<file path="config.mk">
export PLATFORM = sky130hd
export DESIGN_NAME = instr_encoder
export DESIGN_NICKNAME = d
export VERILOG_FILES = /design/src/rtl/instr_encoder_pkg.sv /design/src/rtl/instr_encoder_pack.sv /design/src/rtl/instr_encoder.sv
export SDC_FILE = /design/constraint.sdc
export NUM_CORES = 1
export LEC_CHECK = 0
export ABC_AREA = 1
export BUFFER_PORTS_ARGS = -buffer_cell sky130_fd_sc_hd__clkbuf_2
export CORE_UTILIZATION = 47
export DETAILED_ROUTE_END_ITERATION = 10
export MAX_ROUTING_LAYER = met4
export PLACE_DENSITY = 0.89
export RECOVER_POWER = 50
export SKIP_CTS_REPAIR_TIMING = 1
export SLEW_MARGIN = 20
export SYNTH_ARGS = -nofsm -noshare
export SYNTH_HDL_FRONTEND = slang
export SYNTH_HIERARCHICAL = 1
export SYNTH_SLANG_ARGS = --single-unit
</file>
<file path="constraint.sdc">
create_clock -name clk -period 2.5 [get_ports clk]
set_clock_uncertainty 0.05 [all_clocks]
set_input_delay 0.75 -clock clk [delete_from_list [all_inputs] [get_ports clk]]
set_output_delay 0.75 -clock clk [all_outputs]
set_load 0.005 [all_outputs]
</file>
<file path="src/rtl/instr_encoder_pkg.sv">
// Shared MIPS definitions for the program loader: opcode enum, loader
// FSM state enum and instruction field widths.
package instr_encoder_pkg;

  localparam int OP_W  = 6;
  localparam int REG_W = 5;
  localparam int IMM_W = 16;
  localparam int TGT_W = 26;

  // Enum value is the literal 6-bit opcode field of the instruction word.
  typedef enum logic [OP_W-1:0] {
    RTYP  = 6'h00,
    J     = 6'h02,
    BEQZ  = 6'h04,
    ADDI  = 6'h08,
    ADDIU = 6'h09,
    SLTI  = 6'h0A,
    SUBI  = 6'h0B,
    ANDI  = 6'h0C,
    ORI   = 6'h0D,
    XORI  = 6'h0E,
    LUI   = 6'h0F,
    LW    = 6'h23,
    SW    = 6'h2B
  } op_t;

  typedef enum logic [1:0] {
    ENC_IDLE   = 2'd0,
    ENC_ACCEPT = 2'd1,
    ENC_WRITE  = 2'd2,
    ENC_DONE   = 2'd3
  } enc_state_t;

endpackage

</file>
<file path="src/rtl/instr_encoder_pack.sv">
// instr_pack: combinational golden encoder, symbolic fields -> 32-bit
// MIPS R/I/J word. Unknown opcodes produce a zero word and raise illegal.
module instr_pack
  import instr_encoder_pkg::*;
(
  input  op_t              op,
  input  logic [REG_W-1:0] rs,
  input  logic [REG_W-1:0] rt,
  input  logic [REG_W-1:0] rd,
  input  logic [OP_W-1:0]  funct,
  input  logic [IMM_W-1:0] imm,
  input  logic [TGT_W-1:0] target,
  output logic [31:0]      word,
  output logic             illegal
);

  // Select the field layout from the opcode class.
  always_comb begin
    word    = '0;
    illegal = 1'b0;
    case (op)
      RTYP:    word = {op, rs, rt, rd, 5'b0, funct};
      J:       word = {op, target};
      LUI:     word = {op, {REG_W{1'b0}}, rt, imm};
      BEQZ, ADDI, ADDIU, SUBI, SLTI, ANDI, ORI, XORI, LW, SW:
               word = {op, rs, rt, imm};
      default: illegal = 1'b1;
    endcase
  end

endmodule

</file>
<file path="src/rtl/instr_encoder.sv">
// instr_encoder: program loader in front of imem. Accepts symbolic
// instruction fields over valid/ready, packs them and writes one word at a
// time to an auto-incrementing address. Optional running XOR checksum of
// written words is enabled by defining ENC_CHECKSUM_EN.
module instr_encoder
  import instr_encoder_pkg::*;
#(
  parameter int ADDR_W    = 6,
  parameter int BASE_ADDR = 0
) (
  input  logic              clk,
  input  logic              reset_n,
  input  logic              start,
  input  logic              in_valid,
  output logic              in_ready,
  input  op_t               in_op,
  input  logic [4:0]        in_rs,
  input  logic [4:0]        in_rt,
  input  logic [4:0]        in_rd,
  input  logic [5:0]        in_funct,
  input  logic [15:0]       in_imm,
  input  logic [25:0]       in_target,
  input  logic              in_last,
  output logic              mem_req,
  output logic [ADDR_W-1:0] mem_addr,
  output logic [31:0]       mem_wdata,
  input  logic              mem_ack,
  output logic [ADDR_W:0]   count,
  output logic              busy,
  output logic              done,
  output logic              err
`ifdef ENC_CHECKSUM_EN
  ,
  output logic [31:0]       checksum
`endif
);

  localparam logic [1:0] IDLE   = ENC_IDLE;
  localparam logic [1:0] ACCEPT = ENC_ACCEPT;
  localparam logic [1:0] WRITE  = ENC_WRITE;
  localparam logic [1:0] DONE   = ENC_DONE;

  localparam logic [ADDR_W-1:0] BASE      = ADDR_W'(BASE_ADDR);
  localparam logic [ADDR_W-1:0] LAST_ADDR = {ADDR_W{1'b1}};

  logic [1:0]        state_reg;
  logic              err_reg;
  logic              last_reg;
  logic [ADDR_W-1:0] addr_reg;
  logic [31:0]       wdata_reg;
  logic [ADDR_W:0]   count_reg;
  logic [31:0]       pack_word;
  logic              pack_illegal;
  logic              restart;

  instr_pack u_pack (
    .op      (in_op),
    .rs      (in_rs),
    .rt      (in_rt),
    .rd      (in_rd),
    .funct   (in_funct),
    .imm     (in_imm),
    .target  (in_target),
    .word    (pack_word),
    .illegal (pack_illegal)
  );

  // start only counts from IDLE or DONE; mid-load pulses are ignored.
  assign restart = start && ((state_reg == IDLE) || (state_reg == DONE));

  // Loader FSM plus address, count and captured-word registers.
  always_ff @(posedge clk) begin
    if (!reset_n) begin
      state_reg <= IDLE;
      err_reg   <= 1'b0;
      last_reg  <= 1'b0;
      addr_reg  <= BASE;
      wdata_reg <= '0;
      count_reg <= '0;
    end else if (restart) begin
      state_reg <= ACCEPT;
      err_reg   <= 1'b0;
      addr_reg  <= BASE;
      count_reg <= '0;
    end else begin
      case (state_reg)
        ACCEPT: begin
          if (in_valid) begin
            if (pack_illegal) begin
              err_reg <= 1'b1;
              if (in_last) state_reg <= DONE;
            end else begin
              wdata_reg <= pack_word;
              last_reg  <= in_last;
              state_reg <= WRITE;
            end
          end
        end
        WRITE: begin
          if (mem_ack) begin
            count_reg <= count_reg + (ADDR_W + 1)'(1);
            // The top word is the end of imem: stop there instead of wrapping.
            if (addr_reg == LAST_ADDR) begin
              if (!last_reg) err_reg <= 1'b1;
              state_reg <= DONE;
            end else begin
              addr_reg  <= addr_reg + ADDR_W'(1);
              state_reg <= last_reg ? DONE : ACCEPT;
            end
          end
        end
        default: ;
      endcase
    end
  end

`ifdef ENC_CHECKSUM_EN
  logic [31:0] checksum_reg;

  // Fold every acknowledged word into the running checksum.
  always_ff @(posedge clk) begin
    if (!reset_n || restart) begin
      checksum_reg <= '0;
    end else if ((state_reg == WRITE) && mem_ack) begin
      checksum_reg <= checksum_reg ^ wdata_reg;
    end
  end

  assign checksum = checksum_reg;
`endif

  assign in_ready  = (state_reg == ACCEPT);
  assign busy      = (state_reg == ACCEPT) || (state_reg == WRITE);
  assign done      = (state_reg == DONE);
  assign mem_req   = (state_reg == WRITE);
  assign err       = err_reg;
  assign mem_addr  = addr_reg;
  assign mem_wdata = wdata_reg;
  assign count     = count_reg;

endmodule

</file>
; ---- Word-level counts from Yosys, hierarchy flattened
; Cells that the tools add are included.
; W data, S select, Z words.
[classes]
mux = 15
n_lt_le_gt_ge = 0
eq_ne = 25
mul = 0
shifts = 0
n_reduce_logical = 16
addsub = 2
bitwise = 3
div_mod_pow = 0
[op_table]
columns = op, n
row1 = $pmux W32 S4, 1
row2 = $eq A6 B4 Y1 const B, 8
row3 = $eq A6 B6 Y1 const B, 3
row4 = $reduce_or A13 Y1, 1
row5 = $mux W2, 6
row6 = $reduce_and A4 Y1, 3
row7 = $reduce_or A10 Y1, 1
row8 = $add A7 B1 Y7 const B, 1
row9 = $add A6 B1 Y6 const B, 1
row10 = $eq A6 B2 Y1 const B, 1
row11 = $eq A6 B3 Y1 const B, 1
row12 = $logic_not A6 Y1, 1
row13 = $mux W1, 6
row14 = $ne A2 B2 Y1 const B, 3
row15 = $ne A3 B2 Y1 const B, 2
row16 = $reduce_and A6 Y1, 1
row17 = $eq A2 B2 Y1 const B, 2
row18 = $ne A2 B1 Y1 const B, 2
row19 = $ne A4 B2 Y1 const B, 1
row20 = $pmux W2 S2, 1
row21 = $ne A3 B1 Y1 const B, 1
row22 = $not A1 Y1, 3
row23 = $reduce_and A3 Y1, 1
row24 = $reduce_bool A3 Y1, 1
row25 = other kinds (8), 9
[totals]
ramBits = 0
latch_bits = 0
mem_count = 0
input_bits = 75
wordCells = 68
register_bits = 49
mem_bits_ro = 0

; ---- Depth between registers and ports, before layout
; Gate-level depths: netlist of the first run.
[depth]
word_depth = 6
ltp_mapped = 13
ltp_nobuf = 12

; ---- Modules after synthesis
; The synthesis of the first run kept the hierarchy.
[modules_own_cells]
columns = module, cells_per_inst, seq_area_each_um2, area_per_inst_um2, instances
row1 = instr_encoder, 272, 980.9, 2010.7, 1
row2 = instr_pack, 171, 0.0, 745.7, 1

; ---- Worst setup path after synthesis of the first run
; No wires, ideal clock.
[synth_timing]
path_type = in2reg
startpoint = input port in_op[5]
endpoint = register wdata_reg[26], in the netlist mem_wdata[26]
n_path_buf = 2
setup_slack_ns = 0.232
stages = 10
setup_time_ns = 0.116
required_ns = 2.334
arrival_time_ns = 2.103
path_cell_list = nor2_4 -> nand4_2 -> nand3_4 -> buf_4 -> nor2_1 -> nor3_4 -> inv_2 -> buf_6 -> nor2_1 -> nor2_1
[synth_via]
elab_chain_len = 3
[synth_rtl]
columns = element, line_no
row1 = from (decl), instr_encoder.sv:16  ; input op_t in_op,
row2 = $eq A6 B3 Y1 (tied with other cells), instr_encoder_pack.sv:21  ; case (op)
row3 = $reduce_or A10 Y1 / $reduce_or A13 Y1 (equally long branches), -
row4 = $pmux W32 S4 / $reduce_and A4 Y1 (equally long branches), -
row5 = to (signal assigned), instr_encoder.sv:93  ; wdata_reg <= pack_word;
row6 = to (decl), instr_encoder.sv:50  ; logic [31:0] wdata_reg;
; Several ways; a longest one is shown, not always the timed one.
; A chain may end at the register's enable or synchronous reset.

; ---- Worst setup path in the final report of the first run
[layout_timing]
startpoint = input port in_op[5]
endpoint = register wdata_reg[31], in the netlist mem_wdata[31]
; Same word-level chain as after synthesis.

==> reports/qor.csv, run 1 <==
stage;metric;value;unit
synth;syn_nets;523;
layout;P&R area growth vs syn;25.6;%
setup_path;Worst R2R End;mem_wdata[3];
route;initial DRC count;182;
setup_path;crit-path max cell delay;0.25;ns
synth;Mapped Cells;443;
floorplan;Row Count;27;
route;Remaining DRCs;0;
grt;Total GRT Usage;0.247;
power;Sw Pwr;0.489;mW
power;combinational group share of total power;0.209;
timing;setup tns final;0;ns
floorplan;Die Span Y;78.6;um
timing;Final Hold Fails;0;
grt;global-route wire length before repair;12.0;mm
floorplan;die area;6170;um^2
power;switching share of power;0.299;
timing;Final setup viols;0;
placement;DPL Wire Length;5.64;mm
worst_hold_path;Hold Path Class;flop to flop;
timing;fin crit share;0.817;
clock_network;Worst-path clk slew;0.09;ns
setup_path;critical path arrival;2.18;ns
clock_network;clk sinks;49;
route;final wirelength;7.27;mm
clock_network;clk root buf;clkbuf_8;
setup_path;Critical Path Fanout Max;32;
timing;Hold WS;0.431;ns
timing;Pins Over Slew Limit;0;
floorplan;Core ar.;5570;um^2
setup_path;Crit. End Element;flop;
power;Design Power;1.64;mW
grt;vias in the first global route;2920;
timing;Tmin final;2.04;ns
timing;RSZ-0062 raised after global routing;no;
layout;Ant. Diodes;0;
floorplan;die width;78.6;um
synth;Cell variety after synth;28;
grt;initial antenna violation count;0;
run;maxcap violations;0;
placement;DP Worst Slack;0.165;ns
setup_path;Setup crit start;in_op[5];
synth;asr flop ratio synth;0;
setup_path;CP most frequent cell;nor2_1;
power;internal power;1.15;mW
clock_network;CTS buffer count;5;
route;Post-DRT Antenna Nets;0;
floorplan;initial core utilization;0.495;
synth;Synth Area per Inst;6.22;um^2
setup_path;CP Data Required Time;2.64;ns
timing;post-layout worst setup margin;0.458;ns
power;Leakage Power;1.98;nW
setup_path;R2R setup slack;0.73;ns
synth;Seq cells post-synth;49;
placement;routability congestion estimate from global placement;0.884;
route;DR vias;3105;
power;clock share of power;0.280;
clock_network;htree depth;2;
power;worst IR drop on VDD;388;uV
synth;mapped cell area;2760;um^2
grt;largest net degree at the start of global routing;35;
setup_path;worst-path cell chain;clkbuf_2, nor2_4, nand4_2, nand3_4, nor2_1, nor3_4, inv_2, nor2_1, nor2_1;
layout;NumNets Final;645;
timing;Rel. slew slack;0.648;
route;via/cell ratio;4.87;
setup_path;R2R depth;8;
route;drt wl/cell;11.4;um
route;Pre-Repair DR Iteration Count;4;
timing;slew at the pin closest to its max-slew limit;0.528;ns
synth;number of synthesized flops with an enable pin;0;
synth;Synth Warn #;6;
setup_path;Crit Path Category;input pin to flop;
run_status;status;complete, no violations;
setup_path;Slowest-stage cell, CP;inv_2;
power;sequential share of power;0.511;
placement;number of port buffers;124;
setup_path;reg2reg start;state_reg[0];
power;pwr dens;473;nW/um^2
synth;sequential share of the synthesized area;0.356;
clock_network;worst skew pair latency;0.30;ns
clock_network;TritonCTS clock tree;yes;
timing;Max Freq;490;MHz
clock_network;deepest clock path buffer count;2;
setup_path;CP Capture Point;mem_wdata[31];
layout;max reg flops;32;
layout;share of cells above drive strength 1;0.214;
layout;fill count;535;
synth;Main synth FF type;dfxtp_1;
floorplan;# IOs;125;
grt;GRT overflow;0;
setup_path;critical path launch point type;input pin;
==> metal layers <==
layer	global-route usage	vias to the layer above	wire (um)
li1	-	1606	-
met1	0.273	1368	3130
met2	0.437	117	3590
met3	0.0535	14	415
met4	0.0833	0	136
met5	-	-	0
==> worst max-delay path: cells and delay by family <==
| kind | cells | cell delay (ns) |
|---|---|---|
| buffers and inverters | 2 | 0.36 |
| and+or+nand+nor | 7 | 1.07 |
==> area by class of cell <==
type | count | area (um^2) | share of cell area
well taps | 72 | 90.1 | 0.0260
flip-flops and latches | 49 | 981 | 0.283
clock inverters | 2 | 15.0 | 0.00434
inverters | 54 | 203 | 0.0586
multi-input cells | 324 | 1460 | 0.422
clock buffers | 6 | 72.6 | 0.0210
repair buffers | 131 | 641 | 0.185
==> placed cells by master (no fill, tap or decap) <==
cell / count
o21bai_1: 1
buf_4: 7
clkbuf_1: 27
nand2_1: 110
xnor2_1: 2
nand3_1: 20
nand3_2: 2
conb_1: 1
xor2_1: 4
nor2_4: 1
dfxtp_1: 49
a21oi_1: 22
nor3_4: 1
nand4_1: 1
nor2_1: 111
clkinvlp_4: 2
a31oi_1: 1
nand2_2: 2
inv_1: 53
nand3_4: 1
clkbuf_8: 5
ha_1: 5
nor3_1: 3
o21ai_0: 35
nand4_2: 1
clkbuf_2: 98
inv_2: 1
==> cell usage after synthesis (2+ instances only) <==
cell type    n  area (um^2)
buf_6        5         56.3
ha_1         5         62.6
inv_1       53          199
nand2_2      2         12.5
dfxtp_1     49          981
xor2_1       4         35.0
a21oi_1     22          110
nor3_1       3         15.0
xnor2_1      2         17.5
nand3_2      2         20.0
nand2_1    110          413
clkbuf_1     3         11.3
nand3_1     20          100
o21ai_0     35          175
nor2_1     111          417
buf_2        3         15.0
buf_4        3         22.5
==> kinds of logic after synthesis <==
kind of cell | after synthesis | share of synthesized area
simple gates | 253 | 0.378
buf+inv | 70 | 0.115
compound gates | 59 | 0.108
flops | 49 | 0.356
xor+xnor | 6 | 0.0191
fa+ha+maj | 5 | 0.0227
other cells | 1 | 0.00136
==> stage by stage <==
step,std cells,instance area (um^2),utilization
2_1_floorplan,443,2760,-
3_3_place_gp,630,3410,0.611
3_5_place_dp,630,3410,0.611
4_1_cts,638,3490,0.627
5_1_grt,638,3460,0.621
6_report,638,3460,0.621
==> worst min path at each step <==
stage	to	slack, ns	cells past startpoint	startpoint
CTS	count[6]	0.43	2	count[6]
global placement	err	0.40	2	err
finish	count[6]	0.43	2	count[6]
detailed placement	count[6]	0.42	2	count[6]
global route	count[6]	0.45	2	count[6]
floorplan	count[6]	0.40	2	count[6]
==> power by group through the flow <==
stage	Combinational [mW]	Sequential (mW)	Clock, mW
2_1_floorplan	0.193	0.852	0
3_3_place_gp	0.329	0.853	0
3_5_place_dp	0.344	0.854	0
4_1_cts	0.345	0.836	0.464
5_1_grt	0.386	0.840	0.499
6_report	0.342	0.836	0.457
Note: power is estimated with default switching activity, not from simulation.
==> run 2, diff against run 1 <==
--- a/config.mk
+++ b/config.mk
@@ -7,10 +7,10 @@
 export LEC_CHECK = 0
 export ABC_AREA = 1
 export BUFFER_PORTS_ARGS = -buffer_cell sky130_fd_sc_hd__clkbuf_2
-export CORE_UTILIZATION = 47
+export CORE_UTILIZATION = 43
 export DETAILED_ROUTE_END_ITERATION = 10
 export MAX_ROUTING_LAYER = met4
-export PLACE_DENSITY = 0.89
+export PLACE_DENSITY = 0.86
 export RECOVER_POWER = 50
 export SKIP_CTS_REPAIR_TIMING = 1
 export SLEW_MARGIN = 20
==> constraint.sdc (replaced) <==
create_clock -name clk -period 1.65 [get_ports clk]
set_clock_uncertainty 0.05 [all_clocks]
set_input_delay 0.495 -clock clk [delete_from_list [all_inputs] [get_ports clk]]
set_output_delay 0.495 -clock clk [all_outputs]
set_load 0.005 [all_outputs]
==> run 2 against run 1 <==
The run now ends with setup timing left. Global-route usage fell by 0.67 points. Via count increased by 6.6%. Worst hold slack got worse by 0.015 ns. First-iteration DRC count down 19%. Clock-buffer cell count unchanged. Sequential share of layout area fell by 2.9 points. Non-clock buffer count grew 26. Highest routed layer unchanged.
==> reports/qor.csv, run 2 (same netlist as run 1, synthesis figures left out) <==
stage;metric;value;unit
route;via/cell ratio;4.95;
setup_path;Crit. End Element;flop;
route;initial DRC count;148;
layout;P&R area growth vs syn;40.1;%
timing;Max Freq;586;MHz
timing;Final Hold Fails;0;
route;final wirelength;8.31;mm
clock_network;TritonCTS clock tree;yes;
layout;NumNets Final;673;
layout;Ant. Diodes;0;
clock_network;deepest clock path buffer count;2;
route;drt wl/cell;12.4;um
route;DR vias;3311;
placement;DPL Wire Length;5.80;mm
grt;global-route wire length before repair;12.2;mm
floorplan;# IOs;125;
route;Remaining DRCs;0;
grt;vias in the first global route;2969;
clock_network;htree depth;2;
worst_hold_path;Hold Path Class;input pin to flop;
clock_network;Worst-path clk slew;0.09;ns
placement;routability congestion estimate from global placement;0.866;
layout;most frequent cells in the layout;nand2_1 (108), nor2_1 (101), clkbuf_2 (98);
placement;number of port buffers;124;
floorplan;die width;82.1;um
grt;Total GRT Usage;0.240;
run;maxcap violations;0;
placement;Placement Cell Area;3580;um^2
timing;Final setup viols;21;
run_status;failing checks;setup timing;
timing;post-layout worst setup margin;-0.0558;ns
timing;Hold WS;0.416;ns
clock_network;CTS buffer count;5;
floorplan;initial core utilization;0.455;
route;Post-DRT Antenna Nets;0;
power;worst IR drop on VDD;544;uV
layout;max reg flops;32;
timing;RSZ-0062 raised after global routing;yes;
route;Pre-Repair DR Iteration Count;4;
grt;largest net degree at the start of global routing;35;
timing;Tmin final;1.71;ns
layout;most common cell after layout, fill and taps aside;nand2_1;
timing;Pins Over Slew Limit;0;
floorplan;Die Span Y;82.1;um
clock_network;worst skew pair latency;0.30;ns
grt;initial antenna violation count;0;
timing;fin crit share;1.03;
power;Leakage Power;2.17;nW
floorplan;Row Count;28;
setup_path;critical path launch point type;input pin;
layout;final instance area;3860;um^2
setup_path;Critical Path Fanout Max;9;
clock_network;clk root buf;clkbuf_8;
setup_path;CP Data Required Time;1.84;ns
clock_network;clk sinks;49;
floorplan;Core ar.;6060;um^2
power;pwr dens;686;nW/um^2
floorplan;die area;6730;um^2
layout;share of cells above drive strength 1;0.300;
grt;GRT overflow;0;
run_status;status;complete, but fails checks;
setup_path;critical path arrival;1.89;ns
setup_path;Crit Path Category;input pin to flop;
run 2: report_power, final:
group | internal, mW | switching (mW) | total [mW]
Clock | 0.295 | 0.394 | 0.689
Combinational | 0.312 | 0.376 | 0.688
Sequential | 1.24 | 0.0360 | 1.27
run 2: final timing paths:
path,start,to,slack (ns),depth (start not counted)
setup / recovery,in_op[5],mem_wdata[29],-0.06,10
hold / removal,in_last,last_reg,0.42,3
setup reg to reg,state_reg[0],mem_wdata[29],-0.01,8
hold reg to reg,count[6],count[6],0.43,2
run 2: cell type report:
class	count	area [um^2]
flip-flops and latches	49	983
clock buffers	6	72.6
repair buffers	157	906
well taps	75	93.8
multi-input cells	324	1570
clock inverters	2	10.0
inverters	54	210
repair inverters	2	16.3
fillers	562	2200
run 2: worst max-delay path: stages:
cell and delay, ns:
buf_6 0.10, nor2_4 0.20, nand4_4 0.15, nand3_4 0.10, nor2_4 0.05, nor3_4 0.27, buf_6 0.18, buf_6 0.14
o21ai_0 0.08, nor2_1 0.12
run 2: layer usage:
metal,vias up,global-route usage,part of all wire
met5,-,-,0
met4,0,0.0930,0.018
met3,14,0.0467,0.050
met2,112,0.440,0.51
met1,1523,0.251,0.42
li1,1662,-,-
run 2: metrics by stage:
stage	utilization	setup WS, ns	power, mW	TNS (ns)	cells
finish	0.637	-0.0558	2.65	-0.933	669
floorplan	-	-0.254	1.59	-8.11	443
detailed placement	0.590	-0.391	1.88	-11.77	649
global placement	0.590	-0.288	1.85	-9.38	649
CTS	0.604	-0.143	2.56	-2.46	657
global route	0.637	-0.146	2.79	-3.89	669
==> run 3, diff against run 2 <==
--- a/config.mk
+++ b/config.mk
@@ -5,9 +5,9 @@
 export SDC_FILE = /design/constraint.sdc
 export NUM_CORES = 1
 export LEC_CHECK = 0
-export ABC_AREA = 1
+export ABC_AREA = 0
 export BUFFER_PORTS_ARGS = -buffer_cell sky130_fd_sc_hd__clkbuf_2
-export CORE_UTILIZATION = 43
+export CORE_UTILIZATION = 42
 export DETAILED_ROUTE_END_ITERATION = 10
 export MAX_ROUTING_LAYER = met4
 export PLACE_DENSITY = 0.86
==> run 3 against run 2 <==
The flow still finishes with violations (setup timing). Final area down 5.2%. Sequential share of layout area up 1.5 points. Register-to-register slack improved by 0.09 ns. Sequential power is essentially flat. Via count is 16% lower. Global-route usage fell by 1.4 points. Fmax decreased by 19%. Total power grew 24%. Sequential cell count stayed put. Critical path depth is 2 lower. Non-clock buffer count shrank 1. Synthesized cell count is 33% lower. Critical endpoint is now state_reg[0].
==> reports/qor.csv, run 3 <==
stage;metric;value;unit
timing;Pins Over Slew Limit;0;
synth;multiplexer area fraction after synthesis;0.0116;
synth;main combinational cell family by area after synthesis;compound AO/OA/AOI/OAI gates;
synth;post-synthesis adder-cell area fraction;0.0241;
power;worst IR drop on VDD;400;uV
clock_network;deepest clock path buffer count;2;
route;via/cell ratio;5.37;
route;Post-DRT Antenna Nets;0;
route;final wirelength;7.33;mm
setup_path;Critical Path Fanout Max;4;
setup_path;Crit Path Category;input pin to flop;
synth;Synth top area share;0.378;
floorplan;initial core utilization;0.436;
synth;syn_nets;379;
timing;Max Freq;475;MHz
run_status;failing checks;setup timing;
placement;routability congestion estimate from global placement;0.898;
timing;setup tns final;-15.35;ns
clock_network;htree depth;2;
route;initial DRC count;105;
floorplan;# IOs;125;
grt;vias in the first global route;2513;
power;Design Power;3.28;mW
floorplan;Row Count;28;
synth;largest cells by area after synthesis;dfxtp_1 (38%), nand2_1 (11%), a21boi_1 (8.7%), a221o_1 (4.2%), nor4b_1 (4.1%);
synth;asr flop ratio synth;0;
clock_network;Worst-path clk slew;0.09;ns
run;maxcap violations;0;
grt;largest net degree at the start of global routing;34;
setup_path;critical path arrival;2.24;ns
route;Remaining DRCs;0;
layout;most common cell after layout, fill and taps aside;clkbuf_2;
grt;global-route wire length before repair;11.2;mm
synth;Synth top cells by count;nand2_1 (76), dfxtp_1 (49), a21boi_1 (30), nor4b_1 (12);
setup_path;CP Data Required Time;1.79;ns
setup_path;Crit. End Element;flop;
synth;post-synthesis xor/xnor area fraction;0.0203;
synth;most numerous cell in the Yosys netlist;nand2_1;
placement;DPL Wire Length;5.21;mm
timing;post-layout worst setup margin;-0.456;ns
timing;Final Hold Fails;0;
synth;Mapped Cells;299;
timing;Final setup viols;37;
floorplan;Core ar.;5960;um^2
route;drt wl/cell;14.2;um
route;DR vias;2776;
layout;P&R area growth vs syn;41.0;%
timing;fin crit share;1.28;
clock_network;TritonCTS clock tree;yes;
synth;Main synth FF type;dfxtp_1;
synth;Cell variety after synth;46;
synth;number of synthesized flops with an enable pin;0;
clock_network;clk sinks;49;
timing;RSZ-0062 raised after global routing;yes;
layout;Ant. Diodes;0;
layout;max reg flops;32;
layout;share of cells above drive strength 1;0.376;
grt;initial antenna violation count;0;
power;pwr dens;896;nW/um^2
layout;fill count;538;
clock_network;worst skew pair latency;0.30;ns
grt;Total GRT Usage;0.226;
synth;cell type with the largest total area after synthesis;dfxtp_1;
setup_path;critical path launch point type;input pin;
worst_hold_path;Hold Path Class;input pin to flop;
clock_network;CTS buffer count;5;
timing;Tmin final;2.11;ns
floorplan;die area;6500;um^2
synth;Synth Warn #;6;
route;Pre-Repair DR Iteration Count;4;
clock_network;clk root buf;clkbuf_8;
power;Leakage Power;1.53;nW
floorplan;die width;80.6;um
synth;mapped cell area;2590;um^2
synth;Compound-Gate Fraction of Synth Area;0.262;
synth;sequential share of the synthesized area;0.378;
layout;NumNets Final;521;
grt;GRT overflow;0;
synth;Seq cells post-synth;49;
synth;Simple-Gate Fraction of Synth Area;0.241;
placement;number of port buffers;124;
floorplan;Die Span Y;80.6;um
run_status;status;complete, but fails checks;
layout;most frequent cells in the layout;clkbuf_2 (104), nand2_1 (75), dfxtp_1 (47);
synth;Synth Area per Inst;8.68;um^2
==> run 3: cell types whose count changed after synthesis, sizes merged, moves of 12 or more <==
| cell | change |
|---|---|
| a21boi | +33 |
| a21oi | -18 |
| inv | -47 |
| nand2 | -35 |
| nand3 | -21 |
| nor2 | -101 |
| nor4b | +12 |
| o21ai | -31 |
==> run 3: metrics by stage <==
step                      cell area (um^2)  hold slack, ns  setup WS (ns)  std cells   util
final                                 3660           0.389         -0.456        517  0.614
after global routing                  3660           0.386         -0.498        517  0.614
after CTS                             3560           0.359         -0.451        513  0.598
after detailed placement              3430           0.394         -0.719        505  0.576
after global placement                3430           0.391         -0.634        505  0.576
after floorplan                       2630           0.394         -0.769        299      -
==> run 3: cell families (layout without fill, tap and decap cells) <==
kind of cell / Yosys count / count (layout)
simple gates: 125 / 125
flops: 49 / 49
compound gates: 82 / 82
other cells: 1 / 1
fa+ha+maj: 5 / 5
xor+xnor: 6 / 6
mux: 3 / 3
buf+inv: 28 / 171
==> run 3: worst max-delay path: stages <==
cell      delay [ns]
buf_6           0.09
or4_4           0.56
nor3b_4         0.34
a21oi_4         0.07
nand3b_1        0.17
o221ai_4        0.15
o41ai_2         0.31
a31oi_1         0.06
==> run 3: path summary, 6_finish.rpt <==
check	to	cells past startpoint	slack, ns	from
max	state_reg[0]	8	-0.46	in_op[5]
min	last_reg	3	0.39	in_last
max reg2reg	mem_wdata[7]	7	0.08	state_reg[0]
min reg2reg	mem_wdata[14]	2	0.40	mem_wdata[14]
==> run 3: per-layer routing <==
metal / track usage / up-vias / wire length, um
met2: 0.385 / 93 / 3650
met3: 0.0432 / 16 / 354
met4: 0.102 / 0 / 223
met5: - / - / 0
met1: 0.255 / 1308 / 3100
li1: - / 1359 / -
==> run 3: area by class of cell <==
type                       instances  area (um^2)  share of cell area
clock buffer                       5         68.8              0.0188
timing repair buffer             156          890               0.243
sequential                        49          986               0.269
inverter                           7         28.8             0.00786
multi-input combinational        222         1530               0.417
tap                               75         93.8              0.0256
clock inverter                     3         65.1              0.0178
==> run 3: power breakdown <==
group	internal, mW	switching, mW	leakage (nW)	total, mW
Sequential	1.24	0.0552	0.396	1.30
Combinational	0.483	0.509	1.06	0.992
Clock	0.602	0.388	0.0681	0.990
